File: config.mk
export PLATFORM = sky130hd
export DESIGN_NAME = seq_signed_divider
export DESIGN_NICKNAME = d
export VERILOG_FILES = /design/src/rtl/seq_signed_divider.sv
export SDC_FILE = /design/constraint.sdc
export NUM_CORES = 1
export LEC_CHECK = 0
export BUFFER_PORTS_ARGS = -buffer_cell sky130_fd_sc_hd__buf_2
export CAP_MARGIN = 20
export CORE_MARGIN = 10
export CORE_UTILIZATION = 45
export DETAILED_ROUTE_END_ITERATION = 8
export HOLD_SLACK_MARGIN = 0.02
export SETUP_SLACK_MARGIN = 0.15
export SLEW_MARGIN = 30
export SYNTH_ARGS = -nofsm -noshare
export SYNTH_HDL_FRONTEND = slang
export SYNTH_SLANG_ARGS = --single-unit
File: constraint.sdc
create_clock -name i_clk -period 2.7 [get_ports i_clk]
set_clock_uncertainty 0.05 [all_clocks]
set_input_delay 0.27 -clock i_clk [delete_from_list [all_inputs] [get_ports i_clk]]
set_output_delay 0.27 -clock i_clk [all_outputs]
set_load 0.02 [all_outputs]
File: src/rtl/seq_signed_divider.sv
// Sequential signed divider: restoring division on operand magnitudes, one quotient
// bit per cycle, followed by a one-cycle sign fix-up. Truncating (C-style) semantics.
module seq_signed_divider #(
  parameter int WORD_LEN = 8
) (
  input  logic                i_clk,
  input  logic                i_rst_n,
  input  logic                i_valid,
  output logic                o_ready,
  input  logic [WORD_LEN-1:0] i_dividend,
  input  logic [WORD_LEN-1:0] i_divisor,
  output logic                o_valid,
  input  logic                i_ready,
  output logic [WORD_LEN-1:0] o_quotient,
  output logic [WORD_LEN-1:0] o_remainder,
  output logic                o_div_by_zero,
  output logic                o_overflow
);

  localparam int CW = $clog2(WORD_LEN);

  typedef enum logic [1:0] {IDLE, CALC, FIX, DONE} state_t;

  state_t              state;
  logic [CW-1:0]       count;
  logic [WORD_LEN-1:0] dividend_q;
  logic [WORD_LEN-1:0] divisor_q;
  logic [WORD_LEN:0]   divisor_mag;
  logic [WORD_LEN-1:0] part_rem;
  logic [WORD_LEN-1:0] quo;
  logic [WORD_LEN-1:0] dividend_abs;
  logic [WORD_LEN-1:0] divisor_abs;
  logic [WORD_LEN:0]   trial;
  logic [WORD_LEN+1:0] diff;
  logic                is_overflow;

  // The most-negative value negates to itself, which read as unsigned is its true magnitude.
  always_comb begin
    dividend_abs = i_dividend[WORD_LEN-1] ? -i_dividend : i_dividend;
    divisor_abs  = i_divisor[WORD_LEN-1]  ? -i_divisor  : i_divisor;
    trial        = {part_rem, quo[WORD_LEN-1]};
    diff         = {1'b0, trial} - {1'b0, divisor_mag};
    is_overflow  = (dividend_q == {1'b1, {(WORD_LEN-1){1'b0}}}) && (divisor_q == '1);
  end

  // quo starts as |dividend| and shifts out its MSBs while quotient bits shift in at the LSB.
  always_ff @(posedge i_clk or negedge i_rst_n) begin
    if (!i_rst_n) begin
      state         <= IDLE;
      count         <= '0;
      dividend_q    <= '0;
      divisor_q     <= '0;
      divisor_mag   <= '0;
      part_rem      <= '0;
      quo           <= '0;
      o_ready       <= 1'b1;
      o_valid       <= 1'b0;
      o_quotient    <= '0;
      o_remainder   <= '0;
      o_div_by_zero <= 1'b0;
      o_overflow    <= 1'b0;
    end else begin
      case (state)
        IDLE: begin
          if (i_valid) begin
            dividend_q <= i_dividend;
            divisor_q  <= i_divisor;
            o_ready    <= 1'b0;
            if (i_divisor == '0) begin
              state         <= DONE;
              o_valid       <= 1'b1;
              o_quotient    <= '1;
              o_remainder   <= i_dividend;
              o_div_by_zero <= 1'b1;
              o_overflow    <= 1'b0;
            end else begin
              state       <= CALC;
              quo         <= dividend_abs;
              part_rem    <= '0;
              divisor_mag <= {1'b0, divisor_abs};
              count       <= '0;
            end
          end
        end
        CALC: begin
          // A clear borrow bit means the trial subtraction fits: keep it and emit a 1.
          if (!diff[WORD_LEN+1]) begin
            part_rem <= diff[WORD_LEN-1:0];
            quo      <= {quo[WORD_LEN-2:0], 1'b1};
          end else begin
            part_rem <= trial[WORD_LEN-1:0];
            quo      <= {quo[WORD_LEN-2:0], 1'b0};
          end
          if (count == CW'(WORD_LEN-1)) begin
            count <= '0;
            state <= FIX;
          end else begin
            count <= count + CW'(1);
          end
        end
        FIX: begin
          o_quotient    <= (dividend_q[WORD_LEN-1] ^ divisor_q[WORD_LEN-1]) ? -quo : quo;
          o_remainder   <= dividend_q[WORD_LEN-1] ? -part_rem : part_rem;
          o_div_by_zero <= 1'b0;
          o_overflow    <= is_overflow;
          o_valid       <= 1'b1;
          state         <= DONE;
        end
        DONE: begin
          if (i_ready) begin
            o_valid <= 1'b0;
            o_ready <= 1'b1;
            state   <= IDLE;
          end
        end
        default: state <= IDLE;
      endcase
    end
  end

endmodule
-- After elaboration in Yosys (flattened, before gate mapping)
Index checks and enable logic that the tools add are counted.
- flip-flop bits (word level): 65
- latch bits: 0
- bits in writable memories: 0
- ROM bits: 0
- output and inout bits: 20
- memories kept: 0
- add/subtract/negate cells: 6
- multiply operators: 0
- divide/modulo/power cells: 0
- magnitude comparators: 0
- equal/unequal tests: 11
- shift-type cells: 0
- muxes and demuxes: 38
- bitwise gates (word level): 2
- reduce and logical (&&, ||, !) cells: 14
- operators by type and width (cell ; count):
    2-to-1 mux 8 bit ; 13
    one-hot mux 8 bit (2 select lines) ; 4
    negator 8 bit ; 4
    equality test 8 bit, second input constant ; 2
    AND reduction 3 bit ; 5
    inequality test 2 bit, second input constant ; 5
    subtractor 9 x 8 -> 10 bit ; 1
    2-to-1 mux 3 bit ; 3
    logical NOT 8 bit ; 1
    2-to-1 mux 1 bit ; 8
    2-to-1 mux 2 bit ; 4
    one-hot mux 2 bit (4 select lines) ; 1
    one-hot mux 1 bit (2 select lines) ; 3
    one-hot mux 3 bit (2 select lines) ; 1
    nonzero test 2 bit ; 3
    equality test 2 bit, second input constant ; 2
    AND reduction 4 bit ; 1
    adder 3 x 1 -> 3 bit, second input constant ; 1
    equality test 3 bit, second input constant ; 1
    one-hot mux 1 bit (3 select lines) ; 1
    nonzero test 3 bit ; 1
    equality test 2 x 1 -> 1 bit, second input constant ; 1
    logical NOT 2 bit ; 1
    AND reduction 2 bit ; 1
    other kinds (3) ; 3

-- Depth between registers and ports, before layout
- word-level depth: 5
- gate-level depth with buffers: 9
- gate-level depth less buffers: 8

-- Least setup slack after synthesis
OpenSTA, ideal clock, no wires.
- path type: register -> register
- from: reg part_rem[3]
- to: reg part_rem[5]
- arrival time: 1.948 ns
- required time: 2.563 ns
- path slack: 0.615 ns
- stages on the path, launching flop included: 8
- path buffers: 1
- cell sequence: dfrtp_1 ha_1 a211oi_2 nor2_1 a2111o_1 buf_6 a211o_2 o211ai_1
- longest elaborated chain between the ends: 3
- ends and longest elaborated chain (what ; RTL line ; text):
    start: declaration ; 29 ; logic [WORD_LEN-1:0] part_rem;
    start signal: assignment ; 88 ; part_rem <= diff[WORD_LEN-1:0];
    start signal: assignment ; 91 ; part_rem <= trial[WORD_LEN-1:0];
    subtractor 9 x 8 -> 10 bit ; 42 ; diff = {1'b0, trial} - {1'b0, divisor_mag};
    2-to-1 mux 8 bit ; 87 ; if (!diff[WORD_LEN+1]) begin
    one-hot mux 8 bit (2 select lines) ; 63 ; case (state)
Every way passes these cells.
A chain may end at the register's enable or synchronous reset.

-- Worst setup path after layout
- from: reg quo[7]
- to: reg part_rem[6]
- longest elaborated chain between the ends: 3
- ends and longest elaborated chain (what ; RTL line ; text):
    start: declaration ; 30 ; logic [WORD_LEN-1:0] quo;
    start signal: assignment ; 78 ; quo <= dividend_abs;
    start signal: assignment ; 89 ; quo <= {quo[WORD_LEN-2:0], 1'b1};
    start signal: assignment ; 92 ; quo <= {quo[WORD_LEN-2:0], 1'b0};
    subtractor 9 x 8 -> 10 bit ; 42 ;
    2-to-1 mux 8 bit ; 87 ;
    one-hot mux 8 bit (2 select lines) ; 63 ;
Every way passes these cells.

==> impl_summary.md <==
Route
The number of routed nets with antenna violations is 0. For this run, design rule violations remaining after detail routing come to 0. The detail-routed via count per cell is between 5 and 6.

The per-cell routed wire length is 16.6 microns. The initial detailed-routing violation count is 144. The routed design has between 9000 and 10000 microns of wire. The count of vias placed by the detailed router is roughly 3200. The first-pass iteration count of the detailed router is 4.

Synthesis
The post-synthesis cell type count is 60. In this run the cell area of the synthesized design comes to a little under 0.004 sq mm. After synthesis, the mean cell area works out to between 9 and 10 sq um. The compound-gate portion of the synthesized area is 0.197. The share of flip-flops with an asynchronous set or reset after synthesis is 1.00.

The number of storage elements in the synthesis netlist is 65. The synthesized design contains 0 enable-type register cells. Of the total synthesized cell area, the portion taken by full adders, half adders and majority gates is 0.0623. The count of synthesis-stage warnings from yosys is 0. The most used flip-flop cell after synthesis is dfrtp_1.

Among all cell types in the netlist, the one instantiated most often is dfrtp_1. The share of synthesized area occupied by flip-flops and latches is 0.414. After synthesis, the most frequently instantiated cells are dfrtp_1 (64), nand2_1 (50), o21ai_0 (41), nor2_1 (33), inv_1 (27). The simple-gate share of the synthesized area is 0.166. The number of nets handed over by synthesis was roughly 460. The cell count after synthesis is ~420. Of the total synthesized cell area, the portion taken by XOR and XNOR cells is 0.0490. The leading area contributor after synthesis is dfrtp_1. The share of synthesized area spent on multiplexers is 0.0617.

The fraction of post-synthesis cell area in the top cell type by area is 0.407. The combinational family with the most area after synthesis is compound AO/OA/AOI/OAI gates. Yosys attributes the largest share of cell area to dfrtp_1 (41%), ha_1 (5.7%), o21ai_0 (5.2%).

Worst setup path
Counting cells, the worst reg-to-reg path comes to 8. The worst setup path is of the reg -> reg kind. The worst path required time is slightly below 3000 ps.

The startpoint identified for the worst register-to-register timing path is quo[7]. The largest fanout of any net on the critical path is 3. The setup slack of the most critical reg-to-reg path is 390 ps. The data arrival time of the worst path is between 2000 and 3000 ps. The worst setup path is launched from a flip-flop. The worst setup path is captured at a flip-flop. The worst register-to-register path ends at part_rem[6].

GRT
The total overflow left after global routing is 0. The overall track demand over capacity in global routing is 0.151. Entering global routing, the biggest net connects 44 pins. The via count of the first global-routing pass is about 3200. The number of antenna violations at the first check in global routing is 0. The first global-routing pass estimated between 15000 and 20000 microns of wire.

STA
The fraction of the cycle the final worst path needs is 0.855. The accumulated negative setup slack is 0 ps. For the pin with the worst max-slew slack, the measured transition is 677 ps. The achievable frequency is around 0.43 GHz. Setup violations remaining at the end of the flow were counted as 0.

In this run the tightest slew margin relative to its limit is 0.547. The number of slew-limit violations in the final report is 0. Setup repair after global routing left no endpoint under its margin. The clock period could shrink to around 2300 ps. Across all hold checks on the routed design, the worst slack comes to between 150 and 200 ps. The hold violation count in the final report is 0.

Power and ir drop
Summing internal, switching and leakage power gives 5280 uW. IR analysis of the VDD net gives a maximum drop of approximately 0.53 mV. In this run the power density over the cells is 1180 mW/mm^2. In this run the static leakage power is about 0.0020 uW.

Clock network
The tree is rooted in a clkbuf_8. The TritonCTS buffer count is 9. The maximum level of the CTS H-tree is 3. Clock-pin slew was measured on the worst setup and hold paths at about 80 ps. CTS saw 65 sinks. The clock insertion delay at the later pin of the skew report is 350 ps. The post-cts repair resize count is 0.

TritonCTS built the clock tree. The clock passes through at most 2 buffers.

Finish
The count of fill cells added during filler insertion is 850. The footprint of the flip-flops and latches is between 0.0015 and 0.002 sq mm. The fraction of layout cells with a size suffix above 1 is 0.196. The post-route non-filler standard cell count is a little under 600. Summing all multi-input logic gate instances after layout gives 0.00211 sq mm. The number of antenna diodes is 0. The signed area change from the synthesized netlist to the final layout is 13.4%. In the final design database the tool counted 504 nets.

Floorplanning
The width of the chip is 114 microns. The effective utilization at floorplan is 0.456. The die is 114 microns tall.

The area of the die is 0.0129 sq mm. The number of standard-cell rows in the floorplan is 34. After floorplanning, the core was sized to cover roughly 0.0086 sq mm. The I/O pin count is 40.

Worst hold path
The end point of the most critical hold path is o_ready. The hold path startpoint is i_ready. The number of cells traversed by the worst hold path is 3. The tightest min-delay check is of the in -> reg type.

Flow run
The reported max-cap violation count is 0.

Placement
Detailed placement ended at an HPWL of 7250 microns. The number of placed instances with taps included is 560. The count of input and output buffers is 39. The weighted congestion reported at the end of routability-driven placement is around 0.8.

Run status
The flow ran to the end, and the final reports show no timing, DRC or antenna violations.
[cell families after synthesis]
| family | Yosys count |
|---|---|
| AND/OR/NAND/NOR | 132 |
| AO/OA/AOI/OAI | 117 |
| flip-flops | 65 |
| buffers and inverters | 45 |
| multiplexers | 23 |
| XOR/XNOR | 22 |
| adder cells (fa/ha/maj) | 19 |
[cell usage in the layout, fill, tap and decap left out, types with 3 or more instances in the layout]
cell	synthesis	final
a211o_2	3	3
o211ai_1	7	7
a31oi_1	10	10
mux2_2	10	10
nor3b_1	3	3
dfrtp_1	64	64
nand3_1	3	3
xnor2_1	15	15
xor2_1	7	7
ha_1	18	18
buf_4	2	10
nor2_1	33	33
or3_1	7	7
nand2b_1	8	8
a21oi_1	23	23
o21ai_0	41	41
mux2i_1	13	13
clkbuf_8	0	11
a2111o_1	3	3
nand2_1	50	50
nor2b_1	7	7
o31ai_1	6	6
nor3_1	5	5
inv_1	27	27
buf_2	6	38
[worst max-delay path by stage]
stage | startpoint | to | slack, ps | depth (start not counted)
final | quo[7] | part_rem[6] | 390 | 8
after floorplan | part_rem[3] | part_rem[5] | 620 | 7
after detailed placement | part_rem[4] | part_rem[2] | 390 | 6
after CTS | part_rem[4] | part_rem[2] | 380 | 6
after global placement | quo[7] | part_rem[6] | 410 | 8
after global routing | part_rem[3] | part_rem[2] | 230 | 6
[through the flow]
stage	setup WS, ps	instance area [sq um]	util
floorplan	615	3940	-
global placement	415	4230	0.490
detailed placement	392	4230	0.490
CTS	383	4460	0.516
global route	226	4460	0.517
finish	392	4460	0.517
[flip-flops by register name (all words and copies together), names as in the netlist]
name / cells
o_quotient: 8
o_overflow: 1
count: 3
dividend_q: 8
divisor_mag: 8
state: 2
o_valid: 1
quo: 8
o_remainder: 8
part_rem: 8
o_ready: 1
divisor_q: 8
o_div_by_zero: 1
[power by group]
group	total [uW]	switching (uW)	internal, uW
Combinational	2690	1590	1100
Sequential	1700	327	1380
Clock	884	402	482
[worst max-delay path: stages (launching register included)]
cell and delay, ps:
dfrtp_1 420, inv_1 100, ha_1 220, fa_1 400
nand2b_1 200, a2111o_1 370, o311ai_0 170, nand3_1 130
o211ai_1 170
[final cells by class]
type,count,share of cell area
well taps,108,0.0303
repair buffers,49,0.0617
clock buffers,11,0.0339
clock inverters,5,0.0140
inverters,27,0.0227
multi-input cells,313,0.473
flip-flops and latches,65,0.365
[layer usage]
metal / up-vias / routed length (microns) / part of all wire / track usage
met1: 1511 / 4620 / 0.48 / 0.202
met4: 0 / 111 / 0.012 / 0.0541
met5: - / 0 / 0 / 0
li1: 1580 / - / - / -
met2: 60 / 4360 / 0.46 / 0.235
met3: 7 / 481 / 0.050 / 0.0336
[repair_timing]
item | in CTS | in global routing
endpoints found under the setup margin | 0 | 1
hold endpoints to repair | 40 | 0
hold buffers | 1 | 0
buffers inserted | 0 | 1
(Power assumes the default switching activity.)
